--- src/rtl/regfile_mp.sv ---
// Multi-read-port GPR file with HI/LO pair, optional write->read bypass and a
// hardware clear sweep so the storage array itself carries no reset.
module regfile_mp #(
   parameter int DATA_W = 32,
   parameter int ADDR_W = 5,
   parameter int NRD    = 2,
   parameter int BYPASS = 1
) (
   input  logic                     clk,
   input  logic                     rst,
   input  logic                     clr_req,
   output logic                     busy,
   input  logic [NRD*ADDR_W-1:0]    raddr,
   output logic [NRD*DATA_W-1:0]    rdata,
   input  logic                     we,
   input  logic [ADDR_W-1:0]        waddr,
   input  logic [DATA_W-1:0]        wdata,
   input  logic                     hiwe,
   input  logic                     lowe,
   input  logic [DATA_W-1:0]        hi_i,
   input  logic [DATA_W-1:0]        lo_i,
   input  logic                     hir,
   input  logic                     lor,
   output logic [DATA_W-1:0]        hilodata
);

   localparam int DEPTH = 2 ** ADDR_W;

   localparam logic [0:0] ST_INIT = 1'b0;
   localparam logic [0:0] ST_RUN  = 1'b1;

   localparam logic [ADDR_W-1:0] CNT_FIRST = ADDR_W'(1);
   localparam logic [ADDR_W-1:0] CNT_LAST  = '1;

   logic [0:0]        state_q, state_d;
   logic [ADDR_W-1:0] cnt_q, cnt_d;
   logic [DATA_W-1:0] hi_q, hi_d;
   logic [DATA_W-1:0] lo_q, lo_d;

   logic              run;
   logic              gpr_acc;
   logic              hi_acc;
   logic              lo_acc;

   logic              mem_we;
   logic [ADDR_W-1:0] mem_addr;
   logic [DATA_W-1:0] mem_din;
   logic [DATA_W-1:0] mem_q [DEPTH];

   logic [ADDR_W-1:0] rd_addr;

   // A clear request outranks every write issued in the same cycle.
   always_comb begin
      run     = (state_q == ST_RUN);
      gpr_acc = run && !clr_req && we && (waddr != '0);
      hi_acc  = run && !clr_req && hiwe;
      lo_acc  = run && !clr_req && lowe;
   end

   always_comb begin
      state_d  = state_q;
      cnt_d    = cnt_q;
      hi_d     = hi_q;
      lo_d     = lo_q;
      mem_we   = 1'b0;
      mem_addr = waddr;
      mem_din  = wdata;
      if (!run) begin
         mem_we   = 1'b1;
         mem_addr = cnt_q;
         mem_din  = '0;
         if (cnt_q == CNT_LAST) begin
            state_d = ST_RUN;
         end else begin
            cnt_d = cnt_q + CNT_FIRST;
         end
      end else if (clr_req) begin
         state_d = ST_INIT;
         cnt_d   = CNT_FIRST;
         hi_d    = '0;
         lo_d    = '0;
      end else begin
         mem_we = gpr_acc;
         if (hi_acc) begin
            hi_d = hi_i;
         end
         if (lo_acc) begin
            lo_d = lo_i;
         end
      end
   end

   always_ff @(posedge clk or negedge rst) begin
      if (!rst) begin
         state_q <= ST_INIT;
         cnt_q   <= CNT_FIRST;
         hi_q    <= '0;
         lo_q    <= '0;
      end else begin
         state_q <= state_d;
         cnt_q   <= cnt_d;
         hi_q    <= hi_d;
         lo_q    <= lo_d;
      end
   end

   // Entry 0 is never written; reads of address 0 are forced to zero instead.
   always_ff @(posedge clk) begin
      if (mem_we) begin
         mem_q[mem_addr] <= mem_din;
      end
   end

   always_comb begin
      rdata   = '0;
      rd_addr = '0;
      for (int k = 0; k < NRD; k++) begin
         rd_addr = raddr[k*ADDR_W +: ADDR_W];
         if (run && (rd_addr != '0)) begin
            if ((BYPASS != 0) && gpr_acc && (waddr == rd_addr)) begin
               rdata[k*DATA_W +: DATA_W] = wdata;
            end else begin
               rdata[k*DATA_W +: DATA_W] = mem_q[rd_addr];
            end
         end
      end
   end

   always_comb begin
      hilodata = '0;
      if (run) begin
         if (hir) begin
            hilodata = ((BYPASS != 0) && hi_acc) ? hi_i : hi_q;
         end else if (lor) begin
            hilodata = ((BYPASS != 0) && lo_acc) ? lo_i : lo_q;
         end
      end
   end

   assign busy = !run;

endmodule
--- config.mk ---
export PLATFORM = sky130hd
export DESIGN_NAME = regfile_mp
export DESIGN_NICKNAME = d
export VERILOG_FILES = /design/src/rtl/regfile_mp.sv
export SDC_FILE = /design/constraint.sdc
export NUM_CORES = 1
export LEC_CHECK = 0
export BUFFER_PORTS_ARGS = -buffer_cell sky130_fd_sc_hd__buf_4
export CAP_MARGIN = 0
export CORE_AREA = 2 2 393 395
export CTS_CLUSTER_DIAMETER = 50
export DETAILED_ROUTE_END_ITERATION = 10
export DIE_AREA = 0 0 395 397
export GPL_TIMING_DRIVEN = 0
export PLACE_DENSITY = 0.58
export SYNTH_ARGS = -nofsm -noshare
export SYNTH_HDL_FRONTEND = slang
export SYNTH_SLANG_ARGS = --single-unit
--- constraint.sdc ---
create_clock -name clk -period 4.4 [get_ports clk]
set_clock_uncertainty 0.05 [all_clocks]
set_input_delay 0.66 -clock clk [delete_from_list [all_inputs] [get_ports clk]]
set_output_delay 0.66 -clock clk [all_outputs]
set_load 0.01 [all_outputs]
* Word-level counts from Yosys, hierarchy flattened
Memory sizes are Yosys's and may differ from the RTL's. Cells that the tools add are included.
Cells by class: $add $sub $neg 1, multiply operators 0, divide/modulo/power cells 0, order comparisons 0, equality and inequality tests 5, shifts and indexed selects 0, multiplexer cells 23, bitwise logic cells 0, reductions and logical operators 15
Operators with widths (number):
- two-way mux 32 bit | 12
- two-way mux 5 bit | 4
- nonzero test 5 bit | 3
- equality test 5 bit | 2
- logical AND 1 bit | 9
- two-way mux 1 bit | 7
- adder 5 x 1 -> 5 bit (second input constant) | 1
- equality test 5 bit (second input constant) | 1
- inequality test 2 bit (second input constant) | 2
- logical NOT 1 bit | 2
- AND reduction 2 bit | 1
Word-level totals: register bits after elaboration 70, bits in latches 0, bits in writable memories 1024, ROM bits 0, input bits 119, output and inout bits 97, logic and storage cells 49, memories kept 1
Memories:
- mem_q | words 32, bits a word 32, read ports 2, clocked after memory_dff 0, write ports 1, line 48 | logic [DATA_W-1:0] mem_q [DEPTH];

* Logic depth before layout (Yosys ltp)
Gate-level depths: netlist of run 1.
depth after elaboration 8, mapped depth 9, mapped depth without buffers 6

* Least setup slack after synthesis of run 1
Ideal clock, no wire load.
kind input port to flip-flop, start in clr_req, end mem mem_q[0][0] (enable), setup time 421 ps, arrival 2931 ps, data required time 3929 ps, setup slack 998 ps, cell stages on the path 8, buffers on the path 3, path through clkbuf_1 > nor2b_1 > buf_4 > nand2_1 > nor2_1 > buf_2 > a21oi_2 > nor2_1
On the way: cells in the longest elaborated chain, start to end 8
RTL lines:
- from (decl) | line 11 | input logic clr_req,
- logical NOT 1 bit | line 55 | gpr_acc = run && !clr_req && we && (waddr != '0);
- logical AND 1 bit (3 in series) | line 55
- two-way mux 1 bit (*) | line 77 | end else if (clr_req) begin
- two-way mux 1 bit (*) | line 68 | if (!run) begin
- two-way mux 1 bit (*) | line 109 | if (mem_we) begin
- two-way mux 1 bit (not written as such) (*) | line 110 | mem_q[mem_addr] <= mem_din;
- to (decl) | line 48
Mark *: on every way between the ends. The rest lies on a longest branch, timed or not.

* Worst setup path after layout of run 1
start in raddr[7], end out rdata[33]
On the way: cells in the longest elaborated chain, start to end 4, elaborated cells on any way between the ends 7, classes of those cells 1 x eq/ne; 2 x mux; 3 x reduce/logical; 1 x memory
RTL lines:
- from (decl) | line 13 | input logic [NRD*ADDR_W-1:0] raddr,
- branches (longest 3 deep; another with memory read (32 x 32 bit))
- two-way mux 32 bit (*) | line 119 | if (run && (rd_addr != '0)) begin
- to (decl) | line 14 | output logic [NRD*DATA_W-1:0] rdata,
Every way passes the cells marked *.

==> flow_metrics.tcl, run 1 <==
set metrics [dict create \
    synthArstFlopShare_pct 6.40 \
    grt_pass1_wl_um 250000 \
    root_buffer "clkbuf_16" \
    p_comb_share_pct 19.5 \
    ys_seq_area_share_pct 61.2 \
    finalCritPeriodShare_pct 101 \
    fin_ws_ns -0.0556 \
    required_ns 3.69 \
    drive_above_1_share_pct 29.6 \
    end_kind "primary output" \
    crit_chain "buf_4 > clkbuf_1 > and2_1 > clkbuf_1 > clkbuf_1 > a22oi_1 > a21oi_1 > a311o_1 > buf_4" \
    worstSetupPathType "in2out" \
    power_uw 30900 \
    yosys_most_used_dff "edfxtp_1" \
    peakVddDrop_uv 414 \
    p_sw_share_pct 29.0 \
    num_vias 34300 \
    core_area_um2 153000 \
    reg2reg_depth 6 \
    grt_max_degree 71 \
    rsz0062_at_grt "false" \
    p_leak_uw 0.0210 \
    final_nets 3638 \
    max_freq_mhz 224 \
    failed_checks "setup timing" \
    antenna_found_initial 9 \
    die_area_um2 157000 \
    grt_pass1_vias 33800 \
    cts_buffer_depth 3 \
    startpoint "raddr[7]" \
    io_pins 216 \
    wirelength_um 178000 \
    globalRouteMet3Util_pct 5.34 \
    num-fill-cells 13700 \
    h-tree-depth 4 \
    drc 0 \
    die_h_um 397 \
    ys_warn_count 0 \
    crit_end "rdata[33]" \
    path_common_cell "clkbuf_1" \
    synth_seq_cells 1094 \
    met2_usage_pct 35.2 \
    die_x_um 395 \
    slew_headroom_pct 3.21 \
    hold_viol_final 0 \
    reg2reg_from "run" \
    cp-start-kind "primary input" \
    synth_top_area_share_pct 57.9 \
    cts_hold_buf 0 \
    status "complete, but fails checks" \
    cpLargestDelayFamily "buffers and inverters" \
    avgViaCountPerCell 6.05 \
    clk_latency_ns 0.75 \
    place_ws_ns -0.133 \
    clock-sinks 1094 \
    row_count 144 \
    clk_pin_slew_worst_paths_ns 0.05 \
    wl_per_cell_um 31.3 \
    grt_usage_pct 22.3 \
    rrSetupSlack_ns 0.56 \
    path_buf_inv 5 \
    drt_first_pass_iters 5 \
    cpMaxStageDelayCell "clkbuf_1" \
    grt_util_met1_pct 30.4 \
    period_needed_ns 4.46 \
    hpwlAfterDp_um 125000 \
    gp_congestion 0.898 \
    synth.distinct_cells 48 \
    busiest_layer "met2" \
    placed_area_um2 58100 \
    tightest_slew_ns 1.45 \
    worstHoldPathType "in2async" \
    syn_area_um2 53100 \
    synth_area_per_cell_um2 16.9 \
    pwr-share-clk_pct 35.9 \
    r2r-end "mem_q[2][9]" \
    synth_edf_count 1024 \
    syn_nets 3265 \
    worst-path-stages 9 \
    start_util_pct 34.7 \
    yosys.area.top_type "edfxtp_1" \
    syn_inst 3144 \
    cp_data_arrival_time_ns 3.75 \
    stdcell_area_um2 62600 \
    max_stage_delay_ns 0.74 \
    p_sw_uw 8950 \
    drtIter0Drc 4339 \
    netlist_top_cells_area "edfxtp_1 58%, mux4_2 16%, mux2i_1 4.9%" \
    report.final.slew_viol_count 0 \
    cts_tree "yes" \
    max_cap_viol_count 0 \
    power.density_nw_per_um2 493 \
    power.share.sequential_pct 44.6 \
    syn_to_final_growth_pct 17.9 \
    p_int_uw 21900 \
    tns_ns -0.120 \
    setup_viol 4 \
    cts_buffers 135 \
    cp_max_fo 10 \
    overflow 0 \
    ant_nets 0 \
    portBuffers 205 \
]
through the flow:
stage          std cells  hold slack, ns  util, %
2_1_floorplan       3144           0.314        -
3_3_place_gp        5393           0.427     37.4
3_5_place_dp        5425           0.433     38.0
4_1_cts             5670         0.00731     40.9
5_1_grt             5670          0.0658     40.9
6_report            5672          0.0105     41.0
cell usage in the layout, fill, tap and decap left out, types with 17 or more instances in the layout:
cell type and instances:
edfxtp_1 1024, mux4_2 384, mux2i_1 259, buf_4 231
a22oi_1 192, clkbuf_1 182, a21oi_1 164, clkbuf_16 138
a221oi_1 125, nand2_1 114, nor2b_1 70, dfrtp_1 69
o21bai_1 64, a311o_1 64, o2bb2ai_1 64, a21oi_2 62
buf_2 49, and2_1 38, a21o_1 33, nor2_4 32
buf_12 31, buf_6 28, mux2_2 25, clkinv_1 21
clkinv_2 17
worst min path at each step:
stage | from | to | cells after the start
finish | rst | hi_q[2] | 1
global route | rst | hi_q[2] | 1
CTS | rst | hi_q[5] | 1
detailed placement | hi_q[24] | hi_q[24] | 1
global placement | hi_q[16] | hi_q[16] | 1
floorplan | rst | cnt_q[1] | 0
power by group through the flow:
stage	clock network (uW)	logic, uW	registers (uW)
2_1_floorplan	0	3460	13800
3_3_place_gp	0	5430	14000
3_5_place_dp	0	5950	14000
4_1_cts	11200	5960	13800
5_1_grt	11700	6310	13900
6_report	11100	6010	13800
logic make-up (layout without fill, tap and decap cells):
kind of cell | Yosys count | count (layout) | synth area share, %
AO/OA/AOI/OAI | 788 | 788 | 11.4
XOR/XNOR | 13 | 13 | 0.214
adder cells (fa/ha/maj) | 2 | 2 | 0.0471
buffers and inverters | 288 | 770 | 2.73
flip-flops | 1094 | 1094 | 61.2
multiplexers | 676 | 676 | 21.9
other | 0 | 2 | 0
AND/OR/NAND/NOR | 283 | 283 | 2.59
cell usage after synthesis, types with 2 or more instances:
cell type	count
nand2_1	114
nor2b_1	70
o311ai_4	2
o22ai_1	3
nor2_1	43
buf_1	6
xnor2_1	11
nor4_1	2
a21oi_2	61
a21oi_1	165
buf_6	28
ha_1	2
a311o_1	64
o21ai_0	4
nand3_1	3
o2bb2ai_1	64
mux2i_1	259
mux4_2	384
o21bai_1	64
and2_1	38
buf_2	50
o31ai_2	2
dfrtp_1	69
clkbuf_1	172
a21o_1	33
buf_4	26
nor2_2	2
a221oi_1	128
a22oi_1	192
edfxtp_1	1024
mux2_1	8
inv_1	6
nor3_1	5
xor2_1	2
mux2_2	25
worst register-to-register path, stage by stage (launching register included):
cell and delay [ns]:
dfrtp_1 0.35, inv_1 0.16, clkbuf_1 0.34, o31ai_1 1.05, nand2_1 0.54, nor2_4 0.75
buf_12 0.28
per-layer routing:
| metal | vias to the layer above | part of all wire (%) |
|---|---|---|
| met5 | - | 0.016 |
| met4 | 6 | 3.3 |
| met3 | 349 | 10 |
| met2 | 2010 | 46 |
| met1 | 17900 | 40 |
| li1 | 14100 | - |
cell type report:
class / count / area, um2 / share of cell area [%]
plain buffers: 281 / 1450 / 2.31
clock buffers: 161 / 3540 / 5.65
flip-flops and latches: 1094 / 32500 / 51.9
inverters: 6 / 22.5 / 0.0360
well taps: 2044 / 2560 / 4.08
clock inverters: 85 / 925 / 1.48
multi-input cells: 1762 / 19500 / 31.1
repair buffers: 237 / 2190 / 3.49
diodes: 2 / 5.00 / 0.00799
flip-flops by register name (all words and copies together), names as in the netlist:
register and flops:
cnt_q 5, hi_q 32, lo_q 32, mem_q 1024
run 1
timing repair:
item                       CTS  global route
setup endpoints to repair   16            29
buffers inserted             0             0
cloned                       0             0
gates resized for setup      7            22
No activity file was read; power rests on OpenSTA's default activity.
==> run 2, diff against run 1 <==
==> constraint.sdc (replaced) <==
create_clock -name clk -period 5.7 [get_ports clk]
set_clock_uncertainty 0.05 [all_clocks]
set_input_delay 0.855 -clock clk [delete_from_list [all_inputs] [get_ports clk]]
set_output_delay 0.855 -clock clk [all_outputs]
set_load 0.01 [all_outputs]
==> flow_metrics.tcl, run 2 (synthesis gave the netlist of run 1 again) <==
set metrics [dict create \
    final_nets 3639 \
    path_common_cell "buf_4" \
    cp_max_fo 10 \
    gp_congestion 0.898 \
    largestRegisters "mem_q: 1024 flops, hi_q: 32 flops, lo_q: 32 flops" \
    cts_buffers 135 \
    cp-start-kind "primary input" \
    ant_nets 0 \
    num_vias 34400 \
    num-fill-cells 13800 \
    drive_above_1_share_pct 29.1 \
    power.density_nw_per_um2 381 \
    rrSetupSlack_ns 1.82 \
    top_register "mem_q" \
    p_leak_uw 0.0209 \
    drt_first_pass_iters 5 \
    wirelength_um 178000 \
    report.final.slew_viol_count 0 \
    grt_pass1_wl_um 251000 \
    row_count 144 \
    cpMaxStageDelayCell "clkbuf_1" \
    worstHoldPathType "in2async" \
    drc 0 \
    io_pins 216 \
    period_needed_ns 5.04 \
    antenna_found_initial 9 \
    slew_headroom_pct 3.68 \
    tightest_slew_ns 1.44 \
    die_h_um 397 \
    portBuffers 205 \
    wl_per_cell_um 31.3 \
    syn_to_final_growth_pct 17.8 \
    crit_chain "buf_4 > buf_2 > inv_1 > nor2_1 > clkbuf_1 > a22oi_1 > a21oi_1 > a311o_1 > buf_4" \
    clock-sinks 1094 \
    drtIter0Drc 4410 \
    setup_viol 0 \
    final_core_util_pct 40.9 \
    hold_viol_final 0 \
    cts_tree "yes" \
    peakVddDrop_uv 320 \
    root_buffer "clkbuf_16" \
    required_ns 4.80 \
    grt_usage_pct 22.3 \
    die_x_um 395 \
    worstSetupPathType "in2out" \
    hpwlAfterDp_um 125000 \
    finalCritPeriodShare_pct 88.4 \
    cp_data_arrival_time_ns 4.13 \
    mostFrequentLayoutCells "1024 x edfxtp_1, 384 x mux4_2, 259 x mux2i_1, 231 x buf_4, 195 x clkbuf_1" \
    ctsResizeCount 0 \
    layout_commonest_cell "edfxtp_1" \
    end_kind "primary output" \
    grt_max_degree 71 \
    max_freq_mhz 199 \
    tns_ns 0 \
    largest_reg_flops 1024 \
    overflow 0 \
    start_util_pct 34.7 \
    core_area_um2 153000 \
    max_cap_viol_count 0 \
    place_ws_ns 0.777 \
    h-tree-depth 4 \
    die_area_um2 157000 \
    status "complete, no violations" \
    cts_setup_buffers 0 \
    fin_ws_ns 0.664 \
    avgViaCountPerCell 6.06 \
    cts_hold_buf 0 \
    grt_pass1_vias 33800 \
    clk_pin_slew_worst_paths_ns 0.05 \
    rsz0062_at_grt "false" \
    cts_buffer_depth 3 \
    clk_latency_ns 0.75 \
    max_stage_delay_ns 0.78 \
]
run 2: where the power goes:
group / switching (uW) / internal [uW]
combinational: 2890 / 1740
sequential: 462 / 10200
clock: 3560 / 5010
run 2: final cells by class:
class | count | area, um2 | share of cell area, %
diodes | 2 | 5.00 | 0.00800
multi-input cells | 1762 | 19400 | 31.0
clock buffers | 161 | 3540 | 5.66
repair buffers | 237 | 2190 | 3.49
well taps | 2044 | 2560 | 4.09
clock inverters | 85 | 925 | 1.48
plain buffers | 282 | 1430 | 2.28
inverters | 6 | 22.5 | 0.0360
flip-flops and latches | 1094 | 32500 | 51.9
run 2: final timing paths:
kind,start,endpoint,depth (start not counted)
setup / recovery,raddr[9],rdata[33],9
hold / removal,rst,hi_q[2],1
setup reg to reg,run,mem_q[2][9],6
hold reg to reg,hi_q[24],hi_q[24],1
max in group asynchronous,rst,lo_q[15],1
min in group clk,hi_i[18],hi_q[18],3
run 2: worst max-delay path: cells and delay by family:
family          cells  cell delay [ns]
buf+inv             5             1.76
compound gates      3             0.87
simple gates        1             0.62
run 2: routing by layer:
| metal | global-route usage [%] | routed length [um] | up-vias |
|---|---|---|---|
| met3 | 5.24 | 17600 | 337 |
| met4 | 7.10 | 5650 | 6 |
| li1 | - | - | 14100 |
| met1 | 30.4 | 71600 | 18100 |
| met5 | 0 | 29 | - |
| met2 | 35.2 | 82700 | 1899 |
run 2: stage by stage:
step	area [um2]	power [uW]	hold WS [ns]	cells
2_1_floorplan	53100	13300	0.412	3144
3_3_place_gp	57200	15000	0.427	5393
3_5_place_dp	58100	15400	0.433	5425
4_1_cts	62600	23900	0.202	5671
5_1_grt	62600	24600	0.261	5671
6_report	62600	23800	0.208	5673
